==> src/rtl/gray_decoder.sv <==
// gray_decoder: registered Gray-to-binary decoder with step checking.
// Samples GrayIn on En, converts it to binary, and checks that consecutive
// samples differ by a legal step (repeat or +1, and -1 when the down
// direction is enabled). Illegal steps pulse StepErr, bump a saturating
// error counter and resynchronise the reference to the new value.
// Optional feature macro: GRAY_DECODER_DOWN_EN (accept -1 steps, drive Dir).
module gray_decoder #(
  parameter int WIDTH = 3
) (
  input  logic             Clk,
  input  logic             Reset,
  input  logic             En,
  input  logic [WIDTH-1:0] GrayIn,
  output logic [WIDTH-1:0] Binary,
  output logic             Valid,
  output logic             StepErr,
  output logic [7:0]       ErrCount,
  output logic             Overflow,
  output logic             Dir
);

  typedef enum logic [0:0] {
    ST_EMPTY = 1'b0,
    ST_TRACK = 1'b1
  } state_t;

  localparam logic [WIDTH-1:0] ZERO     = {WIDTH{1'b0}};
  localparam logic [WIDTH-1:0] ONE      = WIDTH'(1);
  localparam logic [WIDTH-1:0] ALL_ONES = {WIDTH{1'b1}};
  localparam logic [7:0]       ERR_MAX  = 8'd255;

  // MSB passes through; each lower bit is the XOR of the bit above and g[i].
  function automatic logic [WIDTH-1:0] gray_to_bin(input logic [WIDTH-1:0] g);
    logic [WIDTH-1:0] b;
    b[WIDTH-1] = g[WIDTH-1];
    for (int i = WIDTH - 2; i >= 0; i--) begin
      b[i] = b[i+1] ^ g[i];
    end
    return b;
  endfunction

  // Saturating increment so the counter never wraps back to a small value.
  function automatic logic [7:0] sat_inc(input logic [7:0] v);
    logic [7:0] r;
    if (v == ERR_MAX) begin
      r = v;
    end else begin
      r = v + 8'd1;
    end
    return r;
  endfunction

  state_t           state_q, state_d;
  logic [WIDTH-1:0] binary_q, binary_d;
  logic             valid_q, valid_d;
  logic             steperr_q, steperr_d;
  logic [7:0]       errcnt_q, errcnt_d;
  logic             ovf_q, ovf_d;
  logic             dir_q, dir_d;

  logic [WIDTH-1:0] sample_bin;
  logic [WIDTH-1:0] delta;

  assign sample_bin = gray_to_bin(GrayIn);
  // Modular difference: natural wrap of WIDTH-bit subtraction.
  assign delta      = sample_bin - binary_q;

  // Next-state and next-output logic; everything holds unless sampled.
  always_comb begin
    state_d   = state_q;
    binary_d  = binary_q;
    valid_d   = valid_q;
    steperr_d = 1'b0;
    errcnt_d  = errcnt_q;
    ovf_d     = ovf_q;
    dir_d     = dir_q;
    if (En) begin
      case (state_q)
        ST_EMPTY: begin
          // First sample after reset only establishes the reference.
          binary_d = sample_bin;
          valid_d  = 1'b1;
          state_d  = ST_TRACK;
        end
        ST_TRACK: begin
          if (delta == ZERO) begin
            binary_d = binary_q;
          end else if (delta == ONE) begin
            binary_d = sample_bin;
            dir_d    = 1'b0;
            if (binary_q == ALL_ONES) begin
              ovf_d = 1'b1;
            end else begin
              ovf_d = ovf_q;
            end
`ifdef GRAY_DECODER_DOWN_EN
          end else if (delta == ALL_ONES) begin
            binary_d = sample_bin;
            dir_d    = 1'b1;
            if (binary_q == ZERO) begin
              ovf_d = 1'b1;
            end else begin
              ovf_d = ovf_q;
            end
`endif
          end else begin
            // Illegal jump: flag it, count it, and follow the new value.
            binary_d  = sample_bin;
            steperr_d = 1'b1;
            errcnt_d  = sat_inc(errcnt_q);
          end
        end
        default: begin
          state_d = ST_EMPTY;
        end
      endcase
    end else begin
      state_d = state_q;
    end
  end

  // State and output registers with synchronous reset taking priority.
  always_ff @(posedge Clk) begin
    if (Reset) begin
      state_q   <= ST_EMPTY;
      binary_q  <= ZERO;
      valid_q   <= 1'b0;
      steperr_q <= 1'b0;
      errcnt_q  <= 8'd0;
      ovf_q     <= 1'b0;
      dir_q     <= 1'b0;
    end else begin
      state_q   <= state_d;
      binary_q  <= binary_d;
      valid_q   <= valid_d;
      steperr_q <= steperr_d;
      errcnt_q  <= errcnt_d;
      ovf_q     <= ovf_d;
      dir_q     <= dir_d;
    end
  end

  assign Binary   = binary_q;
  assign Valid    = valid_q;
  assign StepErr  = steperr_q;
  assign ErrCount = errcnt_q;
  assign Overflow = ovf_q;
  assign Dir      = dir_q;

endmodule
==> config.mk <==
export PLATFORM = sky130hd
export DESIGN_NAME = gray_decoder
export DESIGN_NICKNAME = d
export VERILOG_FILES = /design/src/rtl/gray_decoder.sv
export SDC_FILE = /design/constraint.sdc
export NUM_CORES = 1
export LEC_CHECK = 0
export ABC_AREA = 1
export BUFFER_PORTS_ARGS = -buffer_cell sky130_fd_sc_hd__buf_2
export CAP_MARGIN = 20
export CORE_UTILIZATION = 35
export CTS_CLUSTER_DIAMETER = 50
export CTS_CLUSTER_SIZE = 28
export DETAILED_ROUTE_END_ITERATION = 6
export PLACE_DENSITY = 0.64
export SLEW_MARGIN = 30
export SYNTH_ARGS = -nofsm -noshare
export SYNTH_HDL_FRONTEND = slang
export SYNTH_SLANG_ARGS = --single-unit
==> constraint.sdc <==
create_clock -name Clk -period 2.95 [get_ports Clk]
set_input_delay 0.1475 -clock Clk [delete_from_list [all_inputs] [get_ports Clk]]
set_output_delay 0.1475 -clock Clk [all_outputs]
set_load 0.05 [all_outputs]
==> Word level (Yosys, flattened, before mapping) <==
Index checks and enable logic that the tools add are counted.
{ "classes": {"add_sub_neg": 2, "eq_ne": 4, "muxes": 3, "bitwise_logic": 7, "reduce_logical": 6} }
{ "op_table": {"columns": ["operator", "n"], "rows": [
  ["5-bit AND reduction", 2],
  ["8-bit by 1-bit adder with 8-bit output (second input constant)", 1],
  ["8-bit == test (second input constant)", 1],
  ["3-bit one-hot mux with 2 select lines", 1],
  ["1-bit inverter", 5],
  ["2-bit AND reduction", 2],
  ["4-bit OR reduction", 1],
  ["3-bit by 1-bit == test with 1-bit output (second input constant)", 1],
  ["3-bit == test (second input constant)", 1],
  ["3-bit zero test", 1],
  ["3-bit two-way mux", 1],
  ["3-bit subtractor", 1],
  ["2-bit != test (second input constant)", 1],
  ["1-bit bitwise XOR", 2],
  ["1-bit two-way mux", 1]
]} }
{ "word_totals": {"reg_bits": 15, "in_bits": 6, "out_inout_bits": 15, "wordCells": 28} }

==> Depth between registers and ports, before layout <==
{ "depth": {"ltp_word": 6, "mapped_depth": 14, "mapped_depth_nobuf": 13} }

==> Worst setup path before layout <==
No wires, ideal clock.
{ "synth_path": {"path_type": "register to register", "from": "register binary_q[0] (netlist: Binary[0])", "to": "register errcnt_q[3] (netlist: ErrCount[3])", "setup_time_ps": 117, "arrival_ps": 2084, "t_required_ps": 2833, "slack_ps": 749, "path_stages_with_launch": 13, "path_buffers": 1, "period_less_slack_ps": 2201, "path_cell_list": "dfxtp_1 > ha_1 > inv_1 > fa_1 > inv_1 > nand3_2 > nand3_1 > nand2_1 > nor2_4 > buf_6 > nand3_1 > nand2_1 > nor2_1"} }
{ "synth_via": {"elab_chain_len": 4, "word_cells_on_any_way": 6, "classes_between": "1 x add/sub; 1 x eq/ne; 2 x bitwise; 2 x reduce/logical"} }
{ "synth_lines": {"columns": ["item", "line", "text"], "rows": [
  ["from (decl)", "54", "logic [WIDTH-1:0] binary_q, binary_d;"],
  ["from (signal assigned)", "134", "binary_q <= binary_d;"],
  ["3-bit subtractor (*)", "66", "assign delta = sample_bin - binary_q;"],
  ["3-bit by 1-bit == test with 1-bit output or 3-bit zero test (tied branches)", "88, 86", null],
  ["1-bit inverter (no line)", null, null],
  ["5-bit AND reduction (no line) (*)", null, null],
  ["to (signal assigned)", "137", "errcnt_q <= errcnt_d;"],
  ["to (decl)", "57", "logic [7:0] errcnt_q, errcnt_d;"]
]} }
Mark *: on every way between the ends. The rest lies on a longest branch, timed or not.
A chain may end at the register's enable or synchronous reset.

==> Worst setup path in the final report <==
{ "layout_path": {"from": "input port GrayIn[2]", "to": "register errcnt_q[0] (netlist: ErrCount[0])"} }
{ "layout_via": {"elab_chain_len": 6, "word_cells_on_any_way": 8, "classes_between": "1 x add/sub; 1 x eq/ne; 4 x bitwise; 2 x reduce/logical"} }
{ "layout_lines": {"columns": ["item", "line", "text"], "rows": [
  ["from (decl)", "13", "input logic [WIDTH-1:0] GrayIn,"],
  ["1-bit bitwise XOR (2 in series)", "37", "b[i] = b[i+1] ^ g[i];"],
  ["3-bit subtractor (*)", "66", null],
  ["3-bit by 1-bit == test with 1-bit output or 3-bit zero test (tied branches)", "88, 86", null],
  ["1-bit inverter (no line)", null, null],
  ["5-bit AND reduction (no line) (*)", null, null]
]} }
Marked as above.

==> results by group <==
Hold path
  – Min-delay src: Reset
  – Hold EP: Binary[1]
  – Hold Path Cell Cnt: 2
  – Hold WC Path Type: primary input to flip-flop

Logic synthesis
  – Synth Instances: 124
  – YS warnings: 0
  – Synth Register Bits: 15
  – Mapped Avg Cell Area: 6.61 µm²
  – Yosys cell types: 21
  – Syn Nets: 133
  – Sequential element share of the synthesized area: 0.366
  – Post-synthesis cell area: 820 µm²

Setup path
  – Worst R2R End: ErrCount[0]
  – Slowest-stage cell, CP: fa_1
  – Crit path buf inv count: 3
  – Worst EP required: 3.14 ns
  – Setup CP Type: primary input to flip-flop
  – R2R Path Start: Binary[0]
  – Worst endpoint data arrival time: 2.28 ns
  – Setup slack, reg-to-reg: 0.95 ns
  – Startpoint types: primary input
  – CP Capture Type: flip-flop
  – R2R depth: 11
  – Critical path, cell by cell: buf_2, xnor2_1, xor2_1, ha_1, inv_1, fa_1, inv_1, nand3_2, nand3_1, nand2_1, nor2_4, nand3_1, nand2_1, nor2_1
  – Max Fanout on Critical Path: 16
  – Max incr delay on CP: 0.39 ns
  – Top delay family on crit path: simple AND/OR/NAND/NOR gates

Detailed routing
  – Routed wire per std cell: 9.43 µm
  – ANT nets after route: 0
  – Drt first pass iters: 4
  – Initial drt markers: 19
  – Drt via density: 4.67
  – DRC: 0
  – Routed WL: 1.61 mm
  – Routed vias: 799

Floorplanning
  – Initial Utilization: 0.370
  – Full die area: 2540 µm²
  – Die width: 50.4 µm
  – Row count: 17
  – Io pins: 21
  – Core ar.: 2210 µm²
  – Die Y: 50.4 µm

Timing
  – Clk_skew: 0.00383 ns
  – Fin. Hold Viols: 0
  – Setup TNS: 0 ns
  – RSZ-0062 raised after global routing: false
  – Final Max Tran Viols: 0
  – Fmax: 477 MHz
  – Period minus WS final: 2.09 ns
  – Finish-stage setup viols: 0
  – Tcrit/Tclk final: 0.710

Power and ir drop
  – Sequential Power Share: 0.455
  – Combinational power share: 0.304
  – Sw Pwr: 191 µW
  – Clock share of power: 0.241
  – Pwr/cell area: 528 nW/µm²
  – Maximum vdd drop: 0.000332 V
  – Leak pwr: 0.000489 µW
  – Internal: 309 µW
  – Sw Share: 0.382

CTS
  – Clk root buf: clkbuf_4
  – TritonCTS clock tree: built
  – CTS resizes: 0
  – Clock Sink Count: 15
  – Max clock buf depth: 2
  – Worst-path clk slew: 0.09 ns
  – Clk Latency, worst-skew pair: 0.28 ns
  – H-tree depth: 1
  – Num CTS Buffers: 3
  – Cts hold-fix bufs: 0
  – Setup Buffers After CTS: 0

Finish
  – FILL cells: 252
  – Final #Nets: 153
  – Final Instance Count excl. Fillers: 171
  – Reg area: 300 µm²
  – Core Util, Final: 0.429
  – Layout area overhead: 15.7%
  – Layout cells sized above 1: 0.175
  – Antenna fix cells: 0
  – Multi-input gate area: 417 µm²

GRT
  – Largest net degree at the start of global routing: 17
  – Initial antenna violation count: 0
  – First-pass GRT wire length: 2.74 mm
  – GRT Overall Usage: 0.142
  – Vias in the first global route: 698
  – Total gr overflow: 0

Place
  – Detailed-placement wirelength estimate: 1.23 mm
  – Placed cells: 167
  – IO buf count: 19
  – Gpl congestion: 0.861

Status
  – Status: complete, no violations

Flow run
  – Max cap viols: 0
-- layer usage --
metal  vias up  global-route usage  share of wire
met4         0              0.0139              0
met1       353               0.175           0.47
li1        420                   -              -
met2        26               0.236           0.46
met3         0              0.0606          0.071
met5         -                   0              0
-- state kept, by name, indices dropped and copies added (netlist names) --
register / flops
StepErr: 1
Overflow: 1
state_q: 1
Binary: 3
ErrCount: 8
Valid: 1
-- layout by cell type (no fill, tap or decap), drive strengths merged --
cell,synthesis,final
inv,20,20
dfxtp,15,15
ha,2,2
nor2,24,24
buf,3,19
nand3,13,13
fa,1,1
nand2,25,25
o21ai,2,2
conb,1,1
clkbuf,1,4
xor2,1,1
nand4,1,1
nor3,4,4
a21oi,10,10
xnor2,1,1
-- area by class of cell --
type | count | share of cell area
multi-input combinational | 85 | 0.439
sequential | 15 | 0.317
timing repair buffer | 19 | 0.100
inverter | 20 | 0.0792
tap | 28 | 0.0369
clock buffer | 4 | 0.0277
-- synthesized netlist by cell type, drive strengths merged --
master,number,area [µm²]
a21oi,10,50.1
buf,3,23.8
clkbuf,1,3.75
conb,1,3.75
dfxtp,15,300
fa,1,20.0
ha,2,25.0
inv,20,75.1
nand2,25,96.4
nand3,13,70.1
nand4,1,6.26
nor2,24,97.6
nor3,4,20.0
o21ai,2,10.0
xnor2,1,8.76
xor2,1,8.76
-- through the flow --
step	instance area [µm²]	setup WS (ns)	hold slack, ns	total power, µW
detailed placement	922	0.534	0.375	385
global route	948	0.652	0.0776	539
global placement	922	0.656	0.369	380
CTS	948	0.838	0.0690	504
floorplan	820	0.749	0.217	360
finish	948	0.855	0.0768	501
-- power groups by stage --
stage               Combinational [µW]  Clock, µW  Sequential (µW)
global placement                   147          0              233
CTS                                153        123              228
detailed placement                 152          0              233
global route                       170        138              230
floorplan                         93.7          0              266
finish                             152        121              228
-- worst register-to-register path, delay by kind of cell, from the launching register on --
kind                       cells  cell delay (ns)
adders and majority gates      2             0.55
buffers and inverters          2             0.13
DFF                            1             0.39
and+or+nand+nor                7             0.85
-- kinds of logic after synthesis --
kind of cell / share of synthesized area
buffers and inverters: 0.125
other: 0.00458
and+or+nand+nor: 0.354
adders and majority gates: 0.0550
DFF: 0.366
AOI/OAI and AO/OA: 0.0733
xor gates and xnor gates: 0.0214
-- how the worst max path moves through the flow --
stage | depth (start not counted) | slack [ns] | from | endpoint
5_1_grt | 14 | 0.65 | GrayIn[2] | ErrCount[7]
3_3_place_gp | 13 | 0.66 | GrayIn[2] | ErrCount[6]
4_1_cts | 14 | 0.84 | GrayIn[2] | ErrCount[0]
2_1_floorplan | 12 | 0.75 | Binary[0] | ErrCount[3]
3_5_place_dp | 14 | 0.53 | GrayIn[2] | ErrCount[0]
6_report | 14 | 0.86 | GrayIn[2] | ErrCount[0]
Power figures use the tool's default switching activity.
